===== config.mk =====
export PLATFORM = sky130hd
export DESIGN_NAME = stopwatch_display
export DESIGN_NICKNAME = d
export VERILOG_FILES = /design/src/rtl/stopwatch_display.sv
export SDC_FILE = /design/constraint.sdc
export NUM_CORES = 1
export LEC_CHECK = 0
export ABC_CLOCK_PERIOD_IN_PS = 2470
export CAP_MARGIN = 20
export CORE_ASPECT_RATIO = 1.5
export CORE_MARGIN = 3
export CORE_UTILIZATION = 50
export DETAILED_ROUTE_END_ITERATION = 10
export PLACE_DENSITY = 0.76
export SYNTH_ARGS = -nofsm -noshare
export SYNTH_HDL_FRONTEND = slang
export SYNTH_SLANG_ARGS = --single-unit

===== constraint.sdc =====
create_clock -name clk -period 2.47 [get_ports clk]
set_input_delay 0.247 -clock clk [delete_from_list [all_inputs] [get_ports clk]]
set_output_delay 0.247 -clock clk [all_outputs]
set_load 0.01 [all_outputs]

===== src/rtl/stopwatch_display.sv =====
// stopwatch_display: converts the binary stopwatch count to four BCD digits
// with a free-running sequential double-dabble engine, exports the registered
// BCD word, and scans a common-anode 4-digit 7-segment display.
//
// state | meaning
// ------+----------------------------------------------------------------
// IDLE  | sample count, clear scratch and iteration counter, note overflow
// CONV  | one double-dabble iteration per cycle (adjust, then shift)
// LATCH | publish scratch (or dashes on overflow) and pulse bcd_valid
module stopwatch_display #(
    parameter int DATA_WIDTH  = 16,
    parameter int REFRESH_DIV = 100000
) (
    input  logic                  clk,
    input  logic                  reset,
    input  logic [DATA_WIDTH-1:0] count,
    output logic [15:0]           bcd,
    output logic                  bcd_valid,
    output logic [6:0]            seg,
    output logic [3:0]            an,
    output logic                  dp
);
    localparam int ITER_W = $clog2(DATA_WIDTH);
    localparam int REF_W  = $clog2(REFRESH_DIV);
    localparam logic [ITER_W-1:0] ITER_LAST = ITER_W'(DATA_WIDTH - 1);
    localparam logic [REF_W-1:0]  REF_LAST  = REF_W'(REFRESH_DIV - 1);

    typedef enum logic [1:0] {IDLE, CONV, LATCH} state_t;

    state_t                state;
    state_t                state_next;
    logic [DATA_WIDTH-1:0] shift_reg;
    logic [15:0]           scratch;
    logic [15:0]           scratch_adj;
    logic [ITER_W-1:0]     iter;
    logic                  ovf;
    logic [REF_W-1:0]      ref_cnt;
    logic                  ref_wrap;
    logic [1:0]            sel;
    logic [1:0]            sel_next;

    // active-low gfedcba patterns; 4'hA is a dash, B..F are blank
    function automatic logic [6:0] seg_decode(input logic [3:0] digit);
        logic [6:0] pat;
        case (digit)
            4'h0:    pat = 7'b1000000;
            4'h1:    pat = 7'b1111001;
            4'h2:    pat = 7'b0100100;
            4'h3:    pat = 7'b0110000;
            4'h4:    pat = 7'b0011001;
            4'h5:    pat = 7'b0010010;
            4'h6:    pat = 7'b0000010;
            4'h7:    pat = 7'b1111000;
            4'h8:    pat = 7'b0000000;
            4'h9:    pat = 7'b0010000;
            4'hA:    pat = 7'b0111111;
            default: pat = 7'b1111111;
        endcase
        return pat;
    endfunction

    // conversion FSM state register
    always_ff @(posedge clk) begin
        if (reset) state <= IDLE;
        else       state <= state_next;
    end

    // conversion FSM next-state logic
    always_comb begin
        state_next = state;
        case (state)
            IDLE:    state_next = CONV;
            CONV:    if (iter == ITER_LAST) state_next = LATCH;
            LATCH:   state_next = IDLE;
            default: state_next = IDLE;
        endcase
    end

    // add-3 correction of every scratch nibble that is 5 or more
    always_comb begin
        scratch_adj = scratch;
        for (int i = 0; i < 4; i++) begin
            if (scratch[i*4 +: 4] >= 4'd5)
                scratch_adj[i*4 +: 4] = scratch[i*4 +: 4] + 4'd3;
        end
    end

    // double-dabble datapath and BCD output register; scratch may wrap for
    // values above 9999, which is fine because ovf discards the result
    always_ff @(posedge clk) begin
        if (reset) begin
            shift_reg <= '0;
            scratch   <= '0;
            iter      <= '0;
            ovf       <= 1'b0;
            bcd       <= '0;
            bcd_valid <= 1'b0;
        end else begin
            bcd_valid <= 1'b0;
            case (state)
                IDLE: begin
                    shift_reg <= count;
                    scratch   <= '0;
                    iter      <= '0;
                    ovf       <= (32'(count) > 32'd9999);
                end
                CONV: begin
                    scratch   <= {scratch_adj[14:0], shift_reg[DATA_WIDTH-1]};
                    shift_reg <= shift_reg << 1;
                    iter      <= iter + ITER_W'(1);
                end
                LATCH: begin
                    bcd       <= ovf ? 16'hAAAA : scratch;
                    bcd_valid <= 1'b1;
                end
                default: ;
            endcase
        end
    end

    assign ref_wrap = (ref_cnt == REF_LAST);
    assign sel_next = ref_wrap ? sel + 2'd1 : sel;

    // digit scan: an and seg are both driven from sel_next so they switch together
    always_ff @(posedge clk) begin
        if (reset) begin
            ref_cnt <= '0;
            sel     <= 2'd0;
            an      <= 4'b1110;
            seg     <= 7'b1000000;
        end else begin
            ref_cnt <= ref_wrap ? '0 : ref_cnt + REF_W'(1);
            sel     <= sel_next;
            an      <= ~(4'b0001 << sel_next);
            seg     <= seg_decode(bcd[{sel_next, 2'b00} +: 4]);
        end
    end

    assign dp = 1'b1;

endmodule


Word-level counts from Yosys, hierarchy flattened. Memories as Yosys holds them, arrays and structs flattened. A register that Yosys moved wholly into a read port is not among the register bits. Cells that the tools add are included. Widths: inputs -> output; s select.

$add $sub $neg: 7. Magnitude comparators: 5. Equal/unequal tests: 5. Shifts and indexed selects: 2. Muxes and demuxes: 12. Bitwise gates (word level): 1. Reductions and logical operators: 3.

Operators by type and width (count): $pmux 16 s2 (2); $add 17x1->17 const B (1); $eq 17x17->1 const B (1); $ge 4x3->1 const B (4); $gt 16x14->1 const B (1); $mux 16 (1); $shiftx 16x5->4 (1); $add 4x2->4 const B (3); $mux 4 (3); $pmux 4 s2 (1); $add 4x1->4 const B (1); $eq 4x4->1 const B (1); $mux 2 (2); $not 4->4 (1); $pmux 2 s2 (1); $shl 1x2->4 const A (1); $add 3x2->3 const B (1); $mux 3 (1); $add 2x1->2 const B (1); $eq 2x1->1 const B (1); $eq 2x2->1 const B (1); $logic_not 2->1 (1); $ne 2x2->1 const B (1); $reduce_bool 2->1 (1); other kinds (2) (2).

Register bits after elaboration: 79. Bits in read-only memories: 112. Bits of input ports: 18. Output and inout bits: 29. Word-level logic and storage cells: 46. Memories: 1.

Memory list: (no name shown) (depth 16, bits a word 7, rd ports 1, clocked after memory_dff 1, write ports 0, RTL line 45) `case (digit)`.

Depth between registers and ports, before layout.
Word-level depth: 4. Gate-level depth with buffers: 11. Gate-level depth less buffers: 11.

Least setup slack after synthesis. Ideal clock, no wire load.

Path kind: register -> register. Start point: register ref_cnt[11]. End point: register seg[3]. Library setup time: 0.123 ns. Arrival: 2.444 ns. Required time: 2.347 ns. Path slack: -0.097 ns. Cell stages (with the launch flop): 11. Clock period less this slack: 2.567 ns. Cell sequence: dfxtp_1 or4_4 nor4_4 xnor2_2 a211o_2 o221ai_1 inv_1 ha_1 inv_1 o21bai_1 a31oi_1.

Cells in the longest elaborated chain, start to end: 3.

RTL lines: start: declaration (RTL line 37) `logic [REF_W-1:0] ref_cnt;`; start signal: assignment (RTL line 132) `ref_cnt <= ref_wrap ? '0 : ref_cnt + REF_W'(1);`; $eq 17x17->1 (RTL line 121) `assign ref_wrap = (ref_cnt == REF_LAST);`; $mux 2 (RTL line 122) `assign sel_next = ref_wrap ? sel + 2'd1 : sel;`; $shiftx 16x5->4 (RTL line 135) `seg <= seg_decode(bcd[{sel_next, 2'b00} +: 4]);`; end: declaration (RTL line 19) `output logic [6:0] seg,`.

Every way passes these cells. A chain may end at the register's enable or synchronous reset.

Worst setup path after layout.
Start point: register ref_cnt[11]. End point: register seg[0].

The elaborated chain is that of the path after synthesis.

==> metrics <==
total power=approximately 3.3 mW; largest register by flop count=ref_cnt; Synth Flop Type=dfxtp_1; CTS Hold Bufs=0; syn_nets=485; Levels on crit path=11; buffers added on ports=45; ys async rst share=0%; Worst Setup EP=seg[0]; DRC viols=0; Seq cells post-synth=86; Bufs on Longest Clock Path=2; # setup viols final=3; sequential fraction of the synthesis area=43.8%; Post-Syn Instances=roughly 460; Slew Limit Headroom=a little under three fifths; RSZ-0062 raised after global routing=yes; largest net degree at the start of global routing=29; Die X=78.4 um; HPWL after DPL=between 6 and 7 mm; first-pass GRT wire length=roughly 15 mm; DR iter-0 viols=120; nets@finish=around 550; Overflow after GRT=0; family with the most delay on the worst path=simple AND/OR/NAND/NOR gates; kind of critical path=reg -> reg; Final Cycle Share=103%; MaxCap Viol Count=0; max reg flops=17; H-tree Lvls=3; status=finished, violations left; Worst-Margin Slew=approximately 0.65 ns; crit path buf inv count=4; num ports=47; die area=roughly 0.009 mm^2; Cell variety after synth=58; critical path launch point type=flip-flop; CP max-delay cell=or4_4; RR Startpoint=ref_cnt[11]; CTS Sinks=86; Area growth, synth to finish=32.4%; share of cells above drive strength 1=between 15 and 20%; FF-to-FF End=seg[0]; WL final=8.95 mm; CTS tree=yes; root buffer cell=clkbuf_16; wire per inst=approximately 14 um; FP Rows=39; Max Freq=391 MHz; CP arrival=between 2 and 3 ns; Syn. warnings=0; Crit path required time=~2.7 ns; worst reg-to-reg setup slack=-0.09 ns; r2r worst-path depth=11; placeable core region=around 0.0076 mm^2; via density per instance=between 5 and 6; TritonCTS Buffers=9; Final Skew=roughly 0.0056 ns; Syn Area/Cell=roughly 8.6 um^2; synthesized area=between 0.003 and 0.004 mm^2; Clk Latency, worst-skew pair=around 0.33 ns; Fin. Hold Viols=0; Total GRT Usage=around a fifth; violated checks=setup timing; via count=3416; final RePlAce weighted congestion=~0.87; critical-path cell list=or4_4 -> nor4_4 -> buf_4 -> xnor2_4 -> o21ai_2 -> o32ai_2 -> buf_4 -> buf_6 -> buf_6 -> nor2_2 -> nor4_2; Final WS setup=-0.0863 ns; CP endpoint kind=flip-flop; Largest stage delay, worst path=0.54 ns; min Tclk post-route=roughly 2.6 ns; 1st-pass router iterations=6; initial antenna violation count=0; LEAKAGE=~2 nW; WHS=about 0.29 ns; total power per unit cell area=approximately 620 mW/mm^2; # fillers=605; Reg clk slew, reported paths=about 0.060 ns; Hold Crit Class=in -> reg; number of global-route vias before repair=roughly 3300; maximum vdd drop=~0.57 mV; Initial Utilization=between 50% and 60%; crit path max fanout=8; Final Max Tran Viols=0; area of the multi-input gates=roughly 0.0022 mm^2; setup TNS=-0.156 ns; Worst Setup SP=ref_cnt[11]; register area=about 0.0017 mm^2; antenna viol nets, final=0; Post-synth EDFFs=0; DIE HEIGHT=about 110 um; antenna cell count=0
-- report_power, final --
group          total (mW)  switching (mW)  internal, mW
combinational       0.136          0.0697        0.0667
sequential           1.43          0.0196          1.41
clock                1.68           0.537          1.15
total                3.25           0.626          2.63
-- cells in the final DEF (no fill, tap or decap), types with 3 or more instances in the layout --
| cell | instances |
|---|---|
| a21oi_1 | 40 |
| a22oi_1 | 3 |
| a32o_1 | 4 |
| buf_4 | 27 |
| buf_6 | 5 |
| bufinv_16 | 4 |
| clkbuf_16 | 9 |
| clkdlybuf4s50_1 | 44 |
| dfxtp_1 | 81 |
| dfxtp_2 | 5 |
| ha_1 | 9 |
| inv_1 | 15 |
| mux2i_1 | 15 |
| nand2_1 | 26 |
| nand2b_1 | 6 |
| nand3_1 | 10 |
| nand3b_1 | 4 |
| nor2_1 | 83 |
| nor2b_1 | 3 |
| nor3_1 | 22 |
| o21ai_0 | 9 |
| o22ai_1 | 4 |
| o31ai_1 | 5 |
| o32ai_1 | 3 |
| or3_1 | 6 |
| or3_2 | 3 |
| xnor2_1 | 9 |
| xor2_1 | 12 |
-- what timing repair did --
item | 4_1_cts | 5_1_grt
resized for setup | 9 | 33
setup buffers | 3 | 5
setup endpoints to repair | 4 | 7
pin swaps | 7 | 22
-- worst min-delay path by stage --
| stage | startpoint | end | slack, ns | cells past startpoint |
|---|---|---|---|---|
| after floorplan | count[0] | shift_reg[0] | 0.39 | 2 |
| after global placement | shift_reg[15] | scratch[0] | 0.46 | 2 |
| after detailed placement | shift_reg[15] | scratch[0] | 0.46 | 2 |
| after global routing | reset | shift_reg[15] | 0.32 | 2 |
| after CTS | reset | ref_cnt[4] | 0.29 | 2 |
| final | reset | bcd_valid | 0.29 | 2 |
-- cell usage after synthesis, types with 11 or more instances --
cell,n,area [um^2]
ha_1,11,138
xor2_1,12,105
a21oi_1,41,205
nor3_1,24,120
inv_1,16,60.1
clkbuf_1,13,48.8
mux2i_1,16,160
nor2_1,84,315
dfxtp_1,86,1720
nand2_1,26,97.6
-- through the flow --
step                cells  utilization (%)  cell area [um^2]  worst slack, ns
finish                625             68.4              5210          -0.0863
global placement      601             59.9              4560        -0.000658
global route          625             68.4              5210           -0.198
floorplan             456                -              3940           0.0265
detailed placement    601             59.9              4560           -0.144
CTS                   620             66.0              5020          -0.0873
-- per-layer routing --
layer / vias up / wire (um) / track usage, %
met5: - / 0 / 0
met4: 0 / 284 / 12.1
met3: 25 / 252 / 3.31
met2: 68 / 4780 / 36.6
met1: 1618 / 3630 / 21.5
li1: 1705 / - / -
-- kinds of logic (layout without fill, tap and decap cells) --
family          after synthesis  in the layout  synth area share [%]
other cells                   1              1                0.0953
xor+xnor                     23             23                  5.31
buf+inv                      43            110                  5.25
compound gates               89             89                  14.8
flops                        86             86                  43.8
simple gates                185            185                  22.7
fa+ha+maj                    11             11                  3.50
mux                          18             18                  4.64
-- layout make-up --
cell class | instances | share of cell area [%]
well taps | 102 | 2.45
flip-flops and latches | 86 | 33.2
inverters | 17 | 1.27
clock inverters | 5 | 2.47
multi-input cells | 327 | 42.3
repair buffers | 77 | 13.5
clock buffers | 11 | 4.85
Note: power is estimated with default switching activity, not from simulation.
